==> src/rtl/if_fetch_queue.sv <==
// Instruction-fetch back end: issues in-order fetches, tracks in-flight pcs and
// queues returned {pc,inst} pairs for decode, flushing everything on redirect.

module if_fetch_fifo #(
  parameter int unsigned DEPTH = 4,
  parameter int unsigned W     = 32
) (
  input  logic                   clk,
  input  logic                   reset,
  input  logic                   clear_i,
  input  logic                   push_i,
  input  logic                   pop_i,
  input  logic [W-1:0]           wdata_i,
  output logic [W-1:0]           head_o,
  output logic [$clog2(DEPTH):0] count_o
);
  localparam int unsigned AW = (DEPTH > 1) ? $clog2(DEPTH) : 1;
  localparam int unsigned CW = $clog2(DEPTH) + 1;

  logic [DEPTH-1:0][W-1:0] mem_q;
  logic [AW-1:0]           wr_q, rd_q;
  logic [CW-1:0]           cnt_q;

  function automatic logic [AW-1:0] nxt(input logic [AW-1:0] p);
    return (p == AW'(DEPTH - 1)) ? '0 : p + AW'(1);
  endfunction

  always_ff @(posedge clk) begin
    if (reset) begin
      mem_q <= '0;
      wr_q  <= '0;
      rd_q  <= '0;
      cnt_q <= '0;
    end else if (clear_i) begin
      wr_q  <= '0;
      rd_q  <= '0;
      cnt_q <= '0;
    end else begin
      if (push_i) begin
        mem_q[wr_q] <= wdata_i;
        wr_q        <= nxt(wr_q);
      end
      if (pop_i) rd_q <= nxt(rd_q);
      cnt_q <= cnt_q + CW'(push_i) - CW'(pop_i);
    end
  end

  // Upstream slot reservation must make a push into a full FIFO impossible.
  always_ff @(posedge clk) begin
    if (!reset && !clear_i)
      assert (!(push_i && !pop_i && cnt_q == CW'(DEPTH)));
  end

  assign head_o  = mem_q[rd_q];
  assign count_o = cnt_q;
endmodule

module if_fetch_queue #(
  parameter int unsigned DEPTH   = 4,
  parameter int unsigned MAX_OUT = 2
) (
  input  logic        clk,
  input  logic        reset,
  input  logic [31:0] pc_i,
  output logic        pc_stall,
  input  logic        redirect,
  output logic        inst_req,
  output logic [31:0] inst_addr,
  input  logic        inst_addr_ok,
  input  logic        inst_data_ok,
  input  logic [31:0] inst_rdata,
  output logic        id_valid,
  output logic [31:0] id_pc,
  output logic [31:0] id_inst,
  input  logic        id_ready
);
  localparam int unsigned QW = $clog2(DEPTH) + 1;
  localparam int unsigned OW = $clog2(MAX_OUT) + 1;

  typedef struct packed {
    logic [31:0] pc;
    logic [31:0] inst;
  } fq_entry_t;

  logic [QW-1:0] qcount;
  logic [OW-1:0] pend_cnt;
  logic [OW-1:0] out_q, out_d;
  logic [OW-1:0] disc_q, disc_d;
  logic [31:0]   pend_pc;
  logic [31:0]   occ;
  logic          accept, keep, pop;
  fq_entry_t     q_wdata, q_head;

  // Every in-flight request owns a queue slot, so returned data always fits.
  assign occ      = 32'(qcount) + 32'(out_q);
  assign inst_req = !reset && !redirect && (32'(out_q) < MAX_OUT) &&
                    (occ < DEPTH) && (pc_i[1:0] == 2'b00);
  assign inst_addr = pc_i;
  assign accept    = inst_req && inst_addr_ok;
  assign pc_stall  = !accept;

  assign keep = inst_data_ok && !redirect && (disc_q == '0);
  assign pop  = id_valid && id_ready && !redirect;

  always_comb begin
    out_d  = out_q + OW'(accept) - OW'(inst_data_ok);
    disc_d = disc_q;
    // Stale responses still count against outstanding until they come back.
    if (redirect)
      disc_d = out_q - OW'(inst_data_ok);
    else if (inst_data_ok && disc_q != '0)
      disc_d = disc_q - OW'(1);
  end

  always_ff @(posedge clk) begin
    if (reset) begin
      out_q  <= '0;
      disc_q <= '0;
    end else begin
      out_q  <= out_d;
      disc_q <= disc_d;
    end
  end

  always_ff @(posedge clk) begin
    if (!reset)
      assert (32'(pend_cnt) + 32'(disc_q) == 32'(out_q));
  end

  if_fetch_fifo #(.DEPTH(MAX_OUT), .W(32)) u_pend (
    .clk     (clk),
    .reset   (reset),
    .clear_i (redirect),
    .push_i  (accept),
    .pop_i   (keep),
    .wdata_i (pc_i),
    .head_o  (pend_pc),
    .count_o (pend_cnt)
  );

  assign q_wdata = '{pc: pend_pc, inst: inst_rdata};

  if_fetch_fifo #(.DEPTH(DEPTH), .W($bits(fq_entry_t))) u_queue (
    .clk     (clk),
    .reset   (reset),
    .clear_i (redirect),
    .push_i  (keep),
    .pop_i   (pop),
    .wdata_i (q_wdata),
    .head_o  (q_head),
    .count_o (qcount)
  );

  assign id_valid = (qcount != '0);
  assign id_pc    = q_head.pc;
  assign id_inst  = q_head.inst;
endmodule

==> config.mk <==
export PLATFORM = sky130hd
export DESIGN_NAME = if_fetch_queue
export DESIGN_NICKNAME = d
export VERILOG_FILES = /design/src/rtl/if_fetch_queue.sv
export SDC_FILE = /design/constraint.sdc
export NUM_CORES = 1
export LEC_CHECK = 0
export BUFFER_PORTS_ARGS = -buffer_cell sky130_fd_sc_hd__buf_2
export CORE_ASPECT_RATIO = 1.5
export CORE_MARGIN = 2
export CORE_UTILIZATION = 35
export DETAILED_ROUTE_END_ITERATION = 6
export PLACE_DENSITY_LB_ADDON = 0.25
export REMOVE_ABC_BUFFERS = 1
export SETUP_SLACK_MARGIN = 0.4
export SYNTH_ARGS = -nofsm -noshare
export SYNTH_HDL_FRONTEND = slang
export SYNTH_SLANG_ARGS = --single-unit
==> constraint.sdc <==
create_clock -name clk -period 6.47 [get_ports clk]
set_input_delay 0.3235 -clock clk [delete_from_list [all_inputs] [get_ports clk]]
set_output_delay 0.3235 -clock clk [all_outputs]
set_load 0.005 [all_outputs]
==> flow_metrics.py <==
metrics = {
    "hold_path": {
        "whs_path_depth": 3,
        "min_path_type": "input port to flop",
        "hold_start": "inst_rdata[4]",
        "hold_end": "u_queue.mem_q[68]",
    },
    "placement": {
        "gp_congestion": 0.722,
        "port_buffers": 168,
        "place_area_mm2": 0.0145,
        "hpwl_um": 21500,
    },
    "synthesis": {
        "yosysTopAreaCellShare_pct": 48.0,
        "async_flop_share_pct": 0,
        "synthTopCellsByArea": "dfxtp_1 (48%), mux4_2 (10%), nand2_1 (8.8%)",
        "yosysSeqAreaShare_pct": 48.0,
        "synth_seq_cells": 333,
        "ys_warn_count": 0,
        "synth.cell_area_mm2": 0.0139,
        "synthCells": 1503,
        "avgSynthCellArea_um2": 9.24,
        "synthFlopType": "dfxtp_1",
        "synth_cell_type_count": 36,
        "synth_top_cell_by_area": "dfxtp_1",
        "synth-edff-count": 0,
    },
    "detailed_routing": {
        "dr_total_vias": 10700,
        "wl_per_cell_um": 17.5,
        "drt-initial-drc-count": 596,
        "antenna_left": 0,
        "wirelength_um": 36400,
        "viasPerCell": 5.12,
        "drc": 0,
        "first_pass_iters": 6,
    },
    "floorplan": {
        "die_area_mm2": 0.0413,
        "die_x_um": 167,
        "initial_core_util_pct": 35.4,
        "pin_count": 169,
        "core_region_area_mm2": 0.0392,
        "chipHeight_um": 248,
        "std_cell_rows": 89,
    },
    "critical_path": {
        "end_kind": "primary output",
        "cp-start-kind": "flop",
        "ff2ff_setup_slack_ns": 3.33,
        "slowest_delay_ns": 0.78,
        "crit_required_ns": 6.15,
        "crit_chain": "ha_1 -> nor3_1 -> and4_2 -> inv_2 -> buf_2",
        "path_class": "flop to primary output",
        "crit_fanout": 36,
        "cp_slowest_cell": "and4_2",
        "reg2reg_depth": 9,
        "r2r_end": "out_q[1]",
        "arrival_ns": 2.91,
        "reg2reg_from": "out_q[1]",
    },
    "sta": {
        "finClkSkew_ns": 0.00996,
        "worst_pin_slew_ns": 1.16,
        "slew_headroom_pct": 22.5,
        "totalNegativeSetupSlack_ns": 0,
        "finalCritPeriodShare_pct": 49.9,
        "rsz0062_at_grt": "false",
        "hold_viol": 0,
        "min_period_ns": 3.23,
        "setup_viol": 0,
        "fmax_mhz": 310,
        "finalMaxSlewViolations": 0,
    },
    "global_route": {
        "grt_pass1_vias": 10400,
        "antenna_found_initial": 0,
        "grt_usage_pct": 17.4,
        "grt_pass1_wl_um": 57700,
        "grt_remaining_overflow": 0,
        "grt_max_degree": 94,
    },
    "finish": {
        "layout.nets": 1640,
        "diodes": 0,
        "final_common_cell": "dfxtp_1",
        "drive_above_1_share_pct": 20.5,
        "most-common-layout-cells": "dfxtp_1 (330), nand2_1 (327), a21oi_1 (194)",
        "stdcell_area_mm2": 0.0157,
        "areaGrowthSynthToFinish_pct": 12.9,
    },
    "cts": {
        "cts_resized": 0,
        "clock_tree.root_cell": "clkbuf_16",
        "postCtsSetupBuffers": 0,
        "clkSinkCount": 333,
        "cts_hold_buf": 0,
        "htree_levels": 2,
        "clk_latency_ns": 0.52,
        "cts_tree": "done",
        "clk_pin_slew_ns": 0.06,
        "cts_inserted_buffers": 36,
        "cts_buffer_depth": 3,
    },
    "pwr": {
        "power.switching_mw": 1.02,
        "power_density_mw_per_mm2": 281,
        "p_clk_share_pct": 45.6,
        "finalPower_mw": 4.40,
        "seq_power_share_pct": 48.1,
        "ir_drop_mv": 0.248,
        "switching_share_pct": 23.2,
        "p_leak_nw": 5.27,
        "combPwrFrac_pct": 6.3,
        "cell_internal_pwr_mw": 3.38,
    },
    "outcome": {
        "run_status": "finished, final reports clean",
    },
    "job": {
        "cap_violations": 0,
    },
}
worst max-delay path by stage:
stage	start	to	slack (ns)
after global routing	u_queue.rd_q[0]	id_pc[22]	3.00
final	out_q[1]	pc_stall	3.24
after CTS	u_queue.rd_q[0]	id_pc[31]	3.11
after floorplan	u_queue.rd_q[0]	id_inst[0]	2.71
after global placement	out_q[1]	out_q[1]	3.38
after detailed placement	out_q[1]	out_q[1]	3.34
logic make-up (layout without fill, tap and decap cells):
family	Yosys count	count (layout)	share of synthesized area [%]
and+or+nand+nor	523	523	15.1
AOI/OAI and AO/OA	355	355	15.4
DFF	333	333	48.0
buffers and inverters	177	256	7.17
muxes	96	96	12.7
adders and majority gates	12	12	1.14
xor gates and xnor gates	7	7	0.442
power by group through the flow:
| stage | Sequential, mW | Clock, mW | Combinational [mW] |
|---|---|---|---|
| floorplan | 2.15 | 0 | 0.128 |
| global placement | 2.16 | 0 | 0.280 |
| detailed placement | 2.16 | 0 | 0.283 |
| CTS | 2.12 | 2.06 | 0.284 |
| global route | 2.12 | 2.15 | 0.310 |
| finish | 2.12 | 2.01 | 0.279 |
worst max-delay path, delay by kind of cell (launching register included):
family                   cells  cell delay, ns
buffers and inverters        2            0.73
adder cells (fa/ha/maj)      1            0.20
AND/OR/NAND/NOR              2            1.07
flip-flops                   1            0.37
layout make-up:
type | instances | area (um^2)
Clock buffer | 51 | 1060
Fill cell | 3915 | 23500
Clock inverter | 11 | 86.3
Sequential cell | 333 | 6680
Timing Repair Buffer | 182 | 956
Inverter | 12 | 45.0
Tap cell | 500 | 626
Multi-Input combinational cell | 993 | 6240
sequential cells by signal (all words and copies together), names as in the netlist:
register         count
u_queue.count_o      3
u_queue.rd_q         2
out_q                2
disc_q               2
u_queue.mem_q      256
u_queue.wr_q         2
u_pend.wr_q          1
u_pend.rd_q          1
u_pend.mem_q        64
metal layers:
metal  track usage (%)  wire [um]  vias up
li1                  -          -     5278
met1              21.7      15900     5114
met2              31.2      18300      217
met3              2.84       1520       50
met4              5.05        757        0
met5                 0          0        -
per-stage QoR:
stage / instances / hold WS [ns] / setup WS, ns / util [%]
after floorplan: 1338 / 0.388 / 2.71 / -
after global placement: 2020 / 0.437 / 3.38 / 37.1
after detailed placement: 2020 / 0.443 / 3.34 / 37.1
after CTS: 2082 / 0.0496 / 3.11 / 40.0
after global routing: 2082 / 0.0548 / 3.00 / 40.0
final: 2082 / 0.0758 / 3.24 / 40.0
synth_stat cells (4+ instances only):
library cell  instances
mux4_2               64
a211oi_1            123
buf_1                 5
nor2_1              138
inv_1                11
nand2_1             327
nand3_1              33
mux2i_1              32
a21oi_1             194
o21ai_0              28
dfxtp_1             333
a211oi_2              8
ha_1                 11
buf_2                32
buf_6                19
clkbuf_1             68
buf_4                39
nor3b_1               4
xnor2_1               5
Note: power is estimated with default switching activity, not from simulation.
